--- src/rtl/sincap_pkg.sv ---
// sincap_pkg: shared FSM states, default widths and tagged word layout for the sincap receiver
package sincap_pkg;
    localparam int DW_DEF = 12;
    localparam int LW_DEF = 12;
    typedef enum logic [1:0] {IDLE, FRAME, LINE} state_t;
    typedef struct packed {
        logic sof;
        logic eol;
        logic [DW_DEF-1:0] data;
    } word_t;
endpackage

--- src/rtl/sincap_fifo.sv ---
// sincap_fifo: synchronous first-word-fall-through FIFO; a push on full is accepted only alongside a pop
module sincap_fifo #(
    parameter int W = 14,
    parameter int DEPTH = 16
) (
    input  logic         clk,
    input  logic         rst,
    input  logic         wr_en,
    input  logic [W-1:0] wr_data,
    input  logic         rd_en,
    output logic [W-1:0] rd_data,
    output logic         full,
    output logic         empty
);
    localparam int AW = $clog2(DEPTH);
    logic [W-1:0] mem [DEPTH];
    logic [AW-1:0] wptr, rptr;
    logic [AW:0] cnt;
    logic wr, rd;
    assign full = cnt == (AW+1)'(DEPTH);
    assign empty = cnt == '0;
    assign rd = rd_en & ~empty;
    assign wr = wr_en & (~full | rd);
    assign rd_data = mem[rptr];
    // pointer and occupancy tracking
    always_ff @(posedge clk) begin
        if (rst) begin
            wptr <= '0;
            rptr <= '0;
            cnt <= '0;
        end else begin
            wptr <= wr ? wptr + 1'b1 : wptr;
            rptr <= rd ? rptr + 1'b1 : rptr;
            cnt <= cnt + (AW+1)'(wr) - (AW+1)'(rd);
        end
    end
    // storage array, no reset needed since empty masks stale contents
    always_ff @(posedge clk) begin
        if (wr) mem[wptr] <= wr_data;
    end
endmodule

--- src/rtl/sincap_rx.sv ---
// sincap_rx: parallel sample receiver with frame/line decode, eol lookahead and FWFT stream output; SINCAP_PEAK_DETECT_EN adds peak_max/peak_min
module sincap_rx
    import sincap_pkg::*;
#(
    parameter int DW = DW_DEF,
    parameter int FIFO_DEPTH = 16,
    parameter int LW = LW_DEF
) (
    input  logic          clkin,
    input  logic          rst,
    input  logic [DW-1:0] sin_x,
    input  logic          vsync,
    input  logic          hsync,
    output logic [DW-1:0] m_data,
    output logic          m_sof,
    output logic          m_eol,
    output logic          m_valid,
    input  logic          m_ready,
    output logic [LW-1:0] line_len,
    output logic [LW-1:0] line_cnt,
    output logic [15:0]   frame_cnt,
    output logic          frame_done,
    output logic          overflow
`ifdef SINCAP_PEAK_DETECT_EN
    ,
    output logic [DW-1:0] peak_max,
    output logic [DW-1:0] peak_min
`endif
);
    state_t state, state_nx;
    logic [DW-1:0] s_x, hold_x;
    logic s_vsync, s_hsync, p_vsync, p_hsync, hold_v, sof_pend;
    logic vs_rise, vs_fall, hs_fall, frame_start, capture, line_end, frame_end, push, pop, full, empty;
    logic [LW-1:0] samp_cnt, lines, lines_nx;
    assign vs_rise = s_vsync & ~p_vsync;
    assign vs_fall = ~s_vsync & p_vsync;
    assign hs_fall = ~s_hsync & p_hsync;
    assign frame_start = (state == IDLE) & vs_rise;
    assign push = (capture | line_end) & hold_v;
    assign m_valid = ~empty;
    assign pop = m_valid & m_ready;
    assign lines_nx = (line_end && lines != '1) ? lines + 1'b1 : lines;
    // input registers; vsync history resets high so a frame already running at reset release is not seen as a new one
    always_ff @(posedge clkin) begin
        if (rst) begin
            s_x <= '0;
            s_vsync <= 1'b1;
            s_hsync <= 1'b0;
            p_vsync <= 1'b1;
            p_hsync <= 1'b0;
        end else begin
            s_x <= sin_x;
            s_vsync <= vsync;
            s_hsync <= hsync;
            p_vsync <= s_vsync;
            p_hsync <= s_hsync;
        end
    end
    // framing state register
    always_ff @(posedge clkin) begin
        if (rst) state <= IDLE;
        else state <= state_nx;
    end
    // framing decode: capture, line end and frame end strobes
    always_comb begin
        state_nx = state;
        capture = 1'b0;
        line_end = 1'b0;
        frame_end = 1'b0;
        case (state)
            IDLE: state_nx = vs_rise ? FRAME : IDLE;
            FRAME: begin
                frame_end = vs_fall;
                capture = ~vs_fall & s_hsync & s_vsync;
                state_nx = vs_fall ? IDLE : (capture ? LINE : FRAME);
            end
            LINE: begin
                frame_end = vs_fall;
                line_end = vs_fall | hs_fall;
                capture = ~line_end & s_hsync;
                state_nx = vs_fall ? IDLE : (hs_fall ? FRAME : LINE);
            end
            default: state_nx = IDLE;
        endcase
    end
    // hold register, sof tagging, counters and status
    always_ff @(posedge clkin) begin
        if (rst) begin
            hold_v <= 1'b0;
            hold_x <= '0;
            sof_pend <= 1'b0;
            samp_cnt <= '0;
            lines <= '0;
            line_len <= '0;
            line_cnt <= '0;
            frame_cnt <= '0;
            frame_done <= 1'b0;
            overflow <= 1'b0;
        end else begin
            if (capture) begin
                hold_x <= s_x;
                hold_v <= 1'b1;
                samp_cnt <= (state == FRAME) ? LW'(1) : (samp_cnt == '1 ? samp_cnt : samp_cnt + 1'b1);
            end else if (line_end) begin
                hold_v <= 1'b0;
            end
            sof_pend <= frame_start ? 1'b1 : (push ? 1'b0 : sof_pend);
            lines <= frame_start ? '0 : lines_nx;
            if (line_end) line_len <= samp_cnt;
            frame_done <= frame_end;
            if (frame_end) begin
                frame_cnt <= frame_cnt + 1'b1;
                line_cnt <= lines_nx;
            end
            if (push && full && !pop) overflow <= 1'b1;
        end
    end
    sincap_fifo #(.W(DW + 2), .DEPTH(FIFO_DEPTH)) u_fifo (
        .clk(clkin),
        .rst(rst),
        .wr_en(push),
        .wr_data({sof_pend, line_end, hold_x}),
        .rd_en(m_ready),
        .rd_data({m_sof, m_eol, m_data}),
        .full(full),
        .empty(empty)
    );
`ifdef SINCAP_PEAK_DETECT_EN
    logic [DW-1:0] run_max, run_min;
    // running extremes over the current frame, published at frame end
    always_ff @(posedge clkin) begin
        if (rst) begin
            run_max <= '0;
            run_min <= '1;
            peak_max <= '0;
            peak_min <= '0;
        end else begin
            if (frame_start) begin
                run_max <= '0;
                run_min <= '1;
            end else if (capture) begin
                run_max <= (s_x > run_max) ? s_x : run_max;
                run_min <= (s_x < run_min) ? s_x : run_min;
            end
            if (frame_end) begin
                peak_max <= run_max;
                peak_min <= run_min;
            end
        end
    end
`endif
endmodule

--- config.mk ---
export PLATFORM = sky130hd
export DESIGN_NAME = sincap_rx
export DESIGN_NICKNAME = d
export VERILOG_FILES = /design/src/rtl/sincap_pkg.sv /design/src/rtl/sincap_fifo.sv /design/src/rtl/sincap_rx.sv
export SDC_FILE = /design/constraint.sdc
export NUM_CORES = 1
export LEC_CHECK = 0
export ABC_AREA = 1
export ABC_CLOCK_PERIOD_IN_PS = 6610
export CAP_MARGIN = 20
export CORE_MARGIN = 2
export CORE_UTILIZATION = 40
export DETAILED_ROUTE_END_ITERATION = 10
export PLACE_DENSITY = 0.56
export REMOVE_ABC_BUFFERS = 1
export SLEW_MARGIN = 10
export SYNTH_ARGS = -nofsm -noshare
export SYNTH_HDL_FRONTEND = slang
export SYNTH_HIERARCHICAL = 1
export SYNTH_SLANG_ARGS = --single-unit
--- constraint.sdc ---
create_clock -name clkin -period 6.61 [get_ports clkin]
set_input_delay 1.6525 -clock clkin [delete_from_list [all_inputs] [get_ports clkin]]
set_output_delay 1.6525 -clock clkin [all_outputs]
set_load 0.02 [all_outputs]
==> flow_summary.toml <==
[run_status]
status = "finished, final reports clean"

[clocking]
clk_path_buf_depth = 3
clk_pin_slew_ns = 0.06
clock-sinks = 339
h-tree-depth = 2
postCtsHoldBufs = 0
cts_tree = "done"
cts_buffers = 38
cts-root-buf = "clkbuf_16"
insertion_delay_ns = 0.52
cts_resized = 0
cts_setup_buffers = 0

[power_and_ir_drop]
p_leak_nw = 7.169
p_per_area_nw_per_um2 = 305.4
ir_drop_mv = 0.1691

[final_layout]
register_area_um2 = 9034
fill_cells = 3534
fin_nets = 1751
antenna_cells = 0
drive_gt1_share_pct = 6.479
syn2layout_area_growth_pct = 16.19
stdcell_count = 2212
multiInputGateArea_um2 = 4477

[setup_path]
r2r-start = "state[1]$_SDFF_PP0_"
path_cells = "inv_1 > nand3_1 > nand2_1 > clkdlybuf4s50_1"
start_kind = "register"
crit_slowest_cell = "dfxtp_1"
cp.arrival_ns = 3.24
crit_required_ns = 4.96
critPathBufInv = 2
endpoint_kind = "primary output"
crit_path_max_incr_delay_ns = 1.05
timing.rr.end = "u_fifo/cnt[4]$_SDFF_PP0_"
crit_family = "buffers and inverters"
critical_path_class = "register to primary output"
r2r_slack_ns = 3.35
crit_fanout = 15
rr_worst_depth = 19

[synthesis]
synthTopCellsByArea = "edfxtp_1, dfxtp_1, nand2_1"
yosys_warnings = 6
yosysSeqAreaShare_pct = 60.73
synthCells = 1646
synth_cell_types = 36
avgSynthCellArea_um2 = 9.033
synth_area_um2 = 14870
synth_edf_count = 224
ys_async_sr_fraction_pct = 0
synth_commonest_cells = "nand2_1, inv_1, edfxtp_1, nand3_1, nor2_1"
synth_top_cell_area_share_pct = 45.24
synth.most_common_cell = "nand2_1"
synthFlopType = "edfxtp_1"
ys_ff_latch = 339
synth_area_leader_cell = "edfxtp_1"

[timing]
tightest_slew_ns = 1.095
grt_setup_unrepaired = "no"
layout_min_cycle_time_ns = 4.891
hold_viol_final = 0
max_freq_mhz = 204.5
drv_slew = 0
min_period_over_period_pct = 73.99
setup-tns-final_ns = 0
skew_ns = 0.02024
relSlewSlack_pct = 26.91
hold_ws_ns = 0.4574
setup_violations = 0

[routing]
vias_per_cell = 4.832
first_pass_iters = 5
first_iter_violations = 677
antenna_left = 0
wl_per_cell_um = 15.90
routed_wl_um = 35180
num_vias = 10689
drcViolationCount = 0

[floorplan]
fp.coreArea_um2 = 36610
pin_count = 74
die_w_um = 196.8
fp.dieH_um = 196.8
rows = 70
initial_core_util_pct = 40.61
die_area_um2 = 38730

[global_routing]
first_global_vias = 10187
globalRouteOverflowTotal = 0
grt_max_degree = 90
grt_pass1_wl_um = 55110
grt_usage_pct = 18.34
antenna_found_initial = 0

[placement]
place.port_buffers = 73
place_hpwl_um = 21020
placedCellCount = 2142
place_congestion = 0.7997

[run]
maxCapViolCount = 0

[min_path]
hp-class = "register to register"
worstHoldStart = "samp_cnt[9]$_SDFFE_PP0P_"
min_to = "samp_cnt[9]$_SDFFE_PP0P_"
holdPathStages = 2
-- sequential cells by signal (all words and copies together) (netlist names), 4 cells and up, named ones only --
| name | flops |
|---|---|
| lines | 12 |
| frame_cnt | 16 |
| hold_x | 12 |
| s_x | 12 |
| u_fifo/cnt | 5 |
| line_cnt | 12 |
| samp_cnt | 12 |
| u_fifo/mem | 224 |
| u_fifo/wptr | 4 |
| line_len | 12 |
| u_fifo/rptr | 4 |
-- worst reg2reg max path: stages, from the launching register on --
cell and delay, ns:
dfxtp_1 0.33, inv_1 0.08, ha_1 0.36, nand3_1 0.17, nand2_2 0.11, nand2_4 0.18
nand2_1 0.14, nand2_1 0.07, inv_1 0.13, nand2_1 0.15, ha_1 0.31, inv_1 0.04
ha_1 0.20, fa_1 0.39, nand2_1 0.09, nand2_1 0.06, a21oi_1 0.18, nand2_1 0.08
nand2_1 0.06, nor2_1 0.04
-- cell usage in the layout, fill, tap and decap left out, drive strengths merged, types with 23 or more instances in the layout --
cell	netlist	routed
dfxtp	115	115
edfxtp	224	224
o21ai	41	41
nand3	212	212
nand2	472	472
buf	48	23
nor2	134	134
clkdlybuf4s50	0	72
inv	263	264
clkbuf	18	56
a21oi	55	55
-- metrics by stage --
step           cell area (um^2)  worst slack (ns)  utilization [%]  power, W
3_3_place_gp              15960             2.287            43.59  0.003201
3_5_place_dp              15990             2.263            43.67  0.003208
5_1_grt                   17280             1.478            47.19  0.005535
4_1_cts                   17260             1.700            47.16  0.005345
2_1_floorplan             14480            0.9405                -  0.002911
6_report                  17280             1.719            47.19  0.005277
-- where the power goes --
part           leakage [nW]  total, W  switching (W)  internal (W)
Clock                 0.623   0.00212       0.000825       0.00129
Sequential             3.19   0.00231      0.0000462       0.00227
Combinational          3.35  0.000845       0.000541      0.000304
-- logic make-up (layout without fill, tap and decap cells) --
family	Yosys count	after routing	synth area share [%]
buffers and inverters	331	429	9.333
and+or+nand+nor	834	834	23.60
AOI/OAI and AO/OA	112	112	4.048
adders and majority gates	19	19	1.649
xor gates and xnor gates	11	11	0.6480
DFF	339	339	60.73
-- routing by layer --
| layer | global-route usage (%) | wire length [um] |
|---|---|---|
| met1 | 24.70 | 16190 |
| met3 | 3.525 | 1917 |
| met2 | 30.79 | 16510 |
| met5 | 0 | 0 |
| met4 | 4.066 | 558 |
-- worst max path at each step --
stage / from / end / slack (ns) / cells after the start
2_1_floorplan: register / m_eol / 0.94 / 6
3_3_place_gp: register / m_data[3] / 2.29 / 9
3_5_place_dp: register / m_sof / 2.26 / 4
4_1_cts: register / m_sof / 1.70 / 4
5_1_grt: register / m_data[6] / 1.48 / 9
6_report: register / m_sof / 1.72 / 4
-- layout make-up --
type	count	area share [%]
Clock inverter	13	0.8981
Sequential cell	339	52.29
Timing Repair Buffer	95	5.265
Clock buffer	56	6.482
Multi-Input combinational cell	976	25.91
Inverter	265	5.758
Tap cell	468	3.390
Power figures use the tool's default switching activity.
